## config.mk

```make
export PLATFORM = sky130hd
export DESIGN_NAME = cmd_out_exec
export DESIGN_NICKNAME = d
export VERILOG_FILES = /design/src/rtl/cmd_icd_pkg.sv /design/src/rtl/cmd_out_exec.sv
export SDC_FILE = /design/constraint.sdc
export NUM_CORES = 1
export LEC_CHECK = 0
export CELL_PAD_IN_SITES_DETAIL_PLACEMENT = 2
export CELL_PAD_IN_SITES_GLOBAL_PLACEMENT = 2
export CORE_MARGIN = 8
export CORE_UTILIZATION = 30
export DETAILED_ROUTE_END_ITERATION = 12
export DONT_BUFFER_PORTS = 1
export GPL_TIMING_DRIVEN = 1
export PLACE_DENSITY = 0.64
export SETUP_SLACK_MARGIN = 0.15
export SLEW_MARGIN = 20
export SYNTH_ARGS = -nofsm -noshare
export SYNTH_HDL_FRONTEND = slang
export SYNTH_SLANG_ARGS = --single-unit
```

## constraint.sdc

```tcl
create_clock -name clk -period 1.98 [get_ports clk]
set_input_delay 0.396 -clock clk [delete_from_list [all_inputs] [get_ports clk]]
set_output_delay 0.396 -clock clk [all_outputs]
set_load 0.02 [all_outputs]
```

## src/rtl/cmd_icd_pkg.sv

```systemverilog
// Command word layout shared by the builder and its consumers: the encoder and
// decoders live side by side so the field positions cannot drift apart.
package cmd_icd_pkg;

  typedef enum logic [3:0] {
    CMD_ID_NOP = 4'h0,
    CMD_ID_OUT = 4'h1
  } cmd_id_t;

  localparam int CMD_ID_MSB   = 31;
  localparam int CMD_ID_LSB   = 28;
  localparam int CMD_RSVD_MSB = 27;
  localparam int CMD_RSVD_LSB = 5;
  localparam int CMD_OUT_W    = 5;

  function automatic logic [31:0] task2out_cmd(input logic [CMD_OUT_W-1:0] value);
    return {CMD_ID_OUT, 23'd0, value};
  endfunction

  function automatic cmd_id_t cmd_id_of(input logic [31:0] word);
    return cmd_id_t'(word[CMD_ID_MSB:CMD_ID_LSB]);
  endfunction

  // Any ID other than OUT, or any reserved bit set, makes the word unusable.
  function automatic logic cmd_is_valid_out(input logic [31:0] word);
    return (cmd_id_of(word) == CMD_ID_OUT) &&
           (word[CMD_RSVD_MSB:CMD_RSVD_LSB] == '0);
  endfunction

endpackage

```

## src/rtl/cmd_out_exec.sv

```systemverilog
// Executes OUT command words: captures, decodes, updates a paced 5-bit output.
// Optional error counter port enabled by defining CMD_OUT_EXEC_ERR_CNT_EN.
module cmd_out_exec
  import cmd_icd_pkg::*;
#(
  parameter int HOLD_CYCLES = 4
) (
  input  logic                 clk,
  input  logic                 rst_n,
  input  logic                 cmd_valid,
  output logic                 cmd_ready,
  input  logic [31:0]          cmd_data,
  output logic [CMD_OUT_W-1:0] out,
  output logic                 out_strobe,
  output logic                 err_pulse,
  output logic                 busy
`ifdef CMD_OUT_EXEC_ERR_CNT_EN
  ,
  output logic [7:0]           err_cnt
`endif
);

  localparam int HOLD_W = $clog2(HOLD_CYCLES + 1);

  typedef enum logic [1:0] {
    IDLE,
    DECODE,
    HOLD
  } exec_state_t;

  exec_state_t          state_reg, state_next;
  logic [31:0]          cmd_reg, cmd_next;
  logic [CMD_OUT_W-1:0] out_reg, out_next;
  logic                 strobe_reg, strobe_next;
  logic                 err_reg, err_next;
  logic [HOLD_W-1:0]    hold_reg, hold_next;

  always_ff @(posedge clk or negedge rst_n) begin
    if (!rst_n) begin
      state_reg  <= IDLE;
      cmd_reg    <= '0;
      out_reg    <= '0;
      strobe_reg <= 1'b0;
      err_reg    <= 1'b0;
      hold_reg   <= '0;
    end else begin
      state_reg  <= state_next;
      cmd_reg    <= cmd_next;
      out_reg    <= out_next;
      strobe_reg <= strobe_next;
      err_reg    <= err_next;
      hold_reg   <= hold_next;
    end
  end

  always_comb begin
    state_next  = state_reg;
    cmd_next    = cmd_reg;
    out_next    = out_reg;
    strobe_next = 1'b0;
    err_next    = 1'b0;
    hold_next   = hold_reg;
    case (state_reg)
      IDLE: begin
        if (cmd_valid) begin
          cmd_next   = cmd_data;
          state_next = DECODE;
        end
      end
      DECODE: begin
        if (cmd_is_valid_out(cmd_reg)) begin
          out_next    = cmd_reg[CMD_OUT_W-1:0];
          strobe_next = 1'b1;
          hold_next   = HOLD_W'(HOLD_CYCLES - 1);
          state_next  = HOLD;
        end else begin
          err_next   = 1'b1;
          state_next = IDLE;
        end
      end
      HOLD: begin
        if (hold_reg == '0) begin
          state_next = IDLE;
        end else begin
          hold_next = hold_reg - 1'b1;
        end
      end
      default: state_next = IDLE;
    endcase
  end

  // Gating with rst_n keeps ready low for the whole time reset is held.
  assign cmd_ready  = (state_reg == IDLE) && rst_n;
  assign busy       = (state_reg != IDLE);
  assign out        = out_reg;
  assign out_strobe = strobe_reg;
  assign err_pulse  = err_reg;

`ifdef CMD_OUT_EXEC_ERR_CNT_EN
  logic [7:0] err_cnt_reg;

  always_ff @(posedge clk or negedge rst_n) begin
    if (!rst_n) begin
      err_cnt_reg <= 8'd0;
    end else if (err_reg && (err_cnt_reg != 8'hFF)) begin
      err_cnt_reg <= err_cnt_reg + 8'd1;
    end
  end

  assign err_cnt = err_cnt_reg;
`endif

endmodule

```

* Word-level counts from Yosys, hierarchy flattened *
Cells that the tools add are included.

storage, ports and cells
  register bits = 44
  word-level logic and storage cells = 36
  output and inout port bits = 9
  bits of input ports = 35

cells by class
  reduce and logical (&&, ||, !) cells = 11
  multiplexer cells = 11
  add/sub/neg operators = 1
  equality and inequality tests = 7

operators by type and width
  kind                                                  number
  logical NOT 23 bit                                    1
  inequality test 2 bit (second input constant)         4
  2-to-1 mux 2 bit                                      3
  2-to-1 mux 3 bit                                      2
  case mux 2 bit (3 select lines)                       1
  case mux 3 bit (2 select lines)                       1
  AND reduction 2 bit                                   3
  equality test 4 x 1 -> 1 bit (second input constant)  1
  2-to-1 mux 1 bit                                      4
  nonzero test 2 bit                                    2
  logical NOT 3 bit                                     1
  AND reduction 3 bit                                   1
  subtractor 3 x 1 -> 3 bit (second input constant)     1
  equality test 2 x 1 -> 1 bit (second input constant)  1
  equality test 2 bit (second input constant)           1
  logical AND 1 bit                                     2
  logical NOT 2 bit                                     1

* Depth between registers and ports, before layout *
  depth after elaboration = 4
  depth in mapped cells = 7
  depth with buffers taken out = 7

* Worst setup path after synthesis *
No wires, ideal clock.

  path type = register -> register
  start point = reg state_reg[0]
  end point = reg cmd_reg[10]
  setup slack = 0.226 ns
  cell stages (with the launch flop) = 6
  clock period less this slack = 1.754 ns
  required time = 1.855 ns
  arrival = 1.629 ns
  library setup time = 0.125 ns
  path buffers = 2
  path through = dfrtp_1 > clkbuf_1 > or2_2 > nor2_2 > buf_4 > mux2_2

between the ends
  word-level cells in the longest chain between the ends = 2

ends and longest elaborated chain
  item                                  line                text
  from (decl)                           cmd_out_exec.sv:31  exec_state_t state_reg, state_next;
  from (signal assigned)                cmd_out_exec.sv:47  state_reg <= state_next;
  logical NOT 2 bit                     cmd_out_exec.sv:63  case (state_reg)
  AND reduction 2 bit (no source line)  --
  to (signal assigned)                  cmd_out_exec.sv:48  cmd_reg <= cmd_next;
  to (decl)                             cmd_out_exec.sv:32  logic [31:0] cmd_reg, cmd_next;

Every way passes these cells.
A chain may end at the register's enable or synchronous reset.

* Final worst setup path *
  start point = reg cmd_reg[30]
  end point = reg out_reg[1], in the netlist out[1]

between the ends
  word-level cells in the longest chain between the ends = 3

ends and longest elaborated chain
  item                                  line                text
  equality test 4 x 1 -> 1 bit          cmd_icd_pkg.sv:26   return (cmd_id_of(word) == CMD_ID_OUT) &&
  logical AND 1 bit                     cmd_icd_pkg.sv:26
  AND reduction 2 bit (no source line)  --
  to (signal assigned)                  cmd_out_exec.sv:49  out_reg <= out_next;
  to (decl)                             cmd_out_exec.sv:33  logic [CMD_OUT_W-1:0] out_reg, out_next;

Every way passes these cells.

==> results.json <==
{
  "start_kind": "register",
  "fin_worst_skew_ns": 0.0103,
  "cts.path.max_buffers": 2,
  "rsz0062_at_grt": "yes",
  "holdWs_ns": 0.245,
  "crit_path_max_fanout": 6,
  "path_class": "register to register",
  "ioPinCount": 44,
  "vdd_drop_max_mv": 0.400,
  "fill_cells": 602,
  "final_core_util_pct": 36.2,
  "largest_register_ffs": 32,
  "coreArea_sq_mm": 0.00585,
  "grt_pass1_vias": 1245,
  "final-hold-violation-count": 0,
  "ys_types": 20,
  "yosysSeqAreaShare_pct": 61.4,
  "n_antenna_cell": 0,
  "routed_via_density": 4.90,
  "cts_made_buffers": 5,
  "clock-sinks": 44,
  "portBuffers": 0,
  "placed_area_sq_mm": 0.00191,
  "ys_warn_count": 0,
  "syn_to_final_growth_pct": 18.1,
  "cts_tree": "yes",
  "crit_path_start": "cmd_reg[30]$_DFFE_PN0P_",
  "status": "finished, final reports clean",
  "synthesis.nets": 164,
  "netlist_instances": 127,
  "die-area_sq_mm": 0.00871,
  "worstMarginPinSlew_ns": 0.297,
  "drt_pass1_iterations": 2,
  "powerDensity_mw_per_mm2": 873,
  "root_buffer": "clkbuf_8",
  "r2r_start": "cmd_reg[30]$_DFFE_PN0P_",
  "drtAntennaViolNets": 0,
  "syn-cell-area_sq_mm": 0.00179,
  "finalCritPeriodShare_pct": 92.8,
  "final_common_cell": "dfrtp_1",
  "wl_microns": 4050,
  "finalSetupViolCount": 0,
  "start_util_pct": 30.6,
  "syn_area_per_cell_sq_um": 14.1,
  "die_x_microns": 93.3,
  "drc": 0,
  "fp.dieH_microns": 93.3,
  "grt_overflow": 0,
  "clk_latency_ns": 0.30,
  "antenna_found_initial": 0,
  "drive_above_1_share_pct": 44.6,
  "grt_max_degree": 45,
  "layout.nets": 176,
  "maxSlewHeadroom_pct": 80.1,
  "leakage_uw": 0.000875,
  "wire_per_inst_microns": 18.9,
  "vias": 1049,
  "num_rows": 28,
  "drt_iter0_markers": 58,
  "worstHoldStart": "cmd_data[29]",
  "timing.fmax_ghz": 0.544,
  "hp-class": "input port to register",
  "worst_slack_ns": 0.143,
  "dpl_worst_slack_ns": -0.112,
  "arrival_ns": 2.02,
  "place.gp.congestion": 0.641,
  "ys_ff_latch": 44,
  "place_hpwl_microns": 2900,
  "grt_use_total_pct": 10.0,
  "required_ns": 2.17,
  "final_cell_mix": "dfrtp_1, mux2_2, inv_1, nor2_1",
  "worstSetupEndpointType": "register",
  "grt_pass1_wl_microns": 6550,
  "path_clk_slew_ns": 0.08,
  "postLayoutCellArea_sq_mm": 0.00212,
  "slew_violations": 0,
  "period_needed_ns": 1.84,
  "drv_cap": 0,
  "h-tree-depth": 2
}
-- per-stage QoR --
step,power (uW),TNS (ns),std cells
after floorplan,1230,0,127
after global placement,1270,-0.119,203
after detailed placement,1290,-0.235,203
after CTS,1870,0,214
after global routing,1950,0,214
final,1850,0,214
-- Yosys cell counts, drive strengths merged --
cell / n / area [sq um]
dfrtp: 44 / 1100
mux2: 37 / 417
nor4: 9 / 71.3
nor2: 8 / 32.5
inv: 6 / 22.5
nand2: 4 / 15.0
a21oi: 3 / 15.0
buf: 3 / 22.5
ha: 2 / 25.0
nand2b: 2 / 12.5
nand4: 2 / 12.5
a2bb2oi: 1 / 8.76
clkbuf: 1 / 3.75
nor3: 1 / 5.00
o21bai: 1 / 7.51
o22ai: 1 / 6.26
o31a: 1 / 8.76
or2: 1 / 6.26
-- cells by family after synthesis --
kind of cell	count (synthesis)	share of synthesized area, %
mux	37	23.2
simple gates	27	8.65
compound gates	7	2.58
fa+ha+maj	2	1.40
flops	44	61.4
buf+inv	10	2.72
-- area by class of cell --
type                            instances  area [sq um]  share of cell area, %
Sequential cell                        44          1100                   52.0
Multi-Input combinational cell         73           716                   33.8
Timing Repair Buffer                    9           106                   5.02
Tap cell                               75          93.8                   4.43
Clock buffer                            6          72.6                   3.43
Inverter                                6          22.5                   1.06
Clock inverter                          1          5.00                  0.236
-- final timing paths --
kind	endpoint	slack [ns]	depth (start not counted)
max in group asynchronous	cmd_reg[24]$_DFFE_PN0P_	1.18	2
hold / removal	cmd_reg[29]$_DFFE_PN0P_	0.25	1
min in group asynchronous	cmd_reg[29]$_DFFE_PN0P_	0.58	2
hold reg to reg	out[4]$_DFFE_PN0P_	0.52	1
setup reg to reg	out[1]$_DFFE_PN0P_	0.14	6
setup / recovery	out[1]$_DFFE_PN0P_	0.14	6
-- timing repair --
action / 4_1_cts / 5_1_grt
endpoints found under the setup margin: 9 / 8
buffers inserted: 2 / 0
hold buffers: 2 / 0
cloned: 0 / 0
gates resized for setup: 8 / 5
endpoints found under the hold margin: 44 / 0
pin swaps: 3 / 3
-- critical path: stages (launching register included) --
cell and delay [ns]:
dfrtp_1 0.40, nor4_2 0.29, buf_4 0.16, nand4_1 0.18, nor4_4 0.20, buf_6 0.16, mux2_2 0.33
-- power by group --
group          internal [uW]  leakage, uW  switching [uW]
logic                    133     0.000302             102
registers               1010     0.000531            80.0
clock network            240    0.0000410             284
total                   1380     0.000875             466
-- layer usage --
metal,up-vias,global-route usage [%],wire length [microns]
li1,473,-,-
met1,542,10.4,1560
met2,27,16.6,2110
met3,7,4.97,305
met4,0,4.83,80
met5,-,0,0
Power figures use the tool's default switching activity.
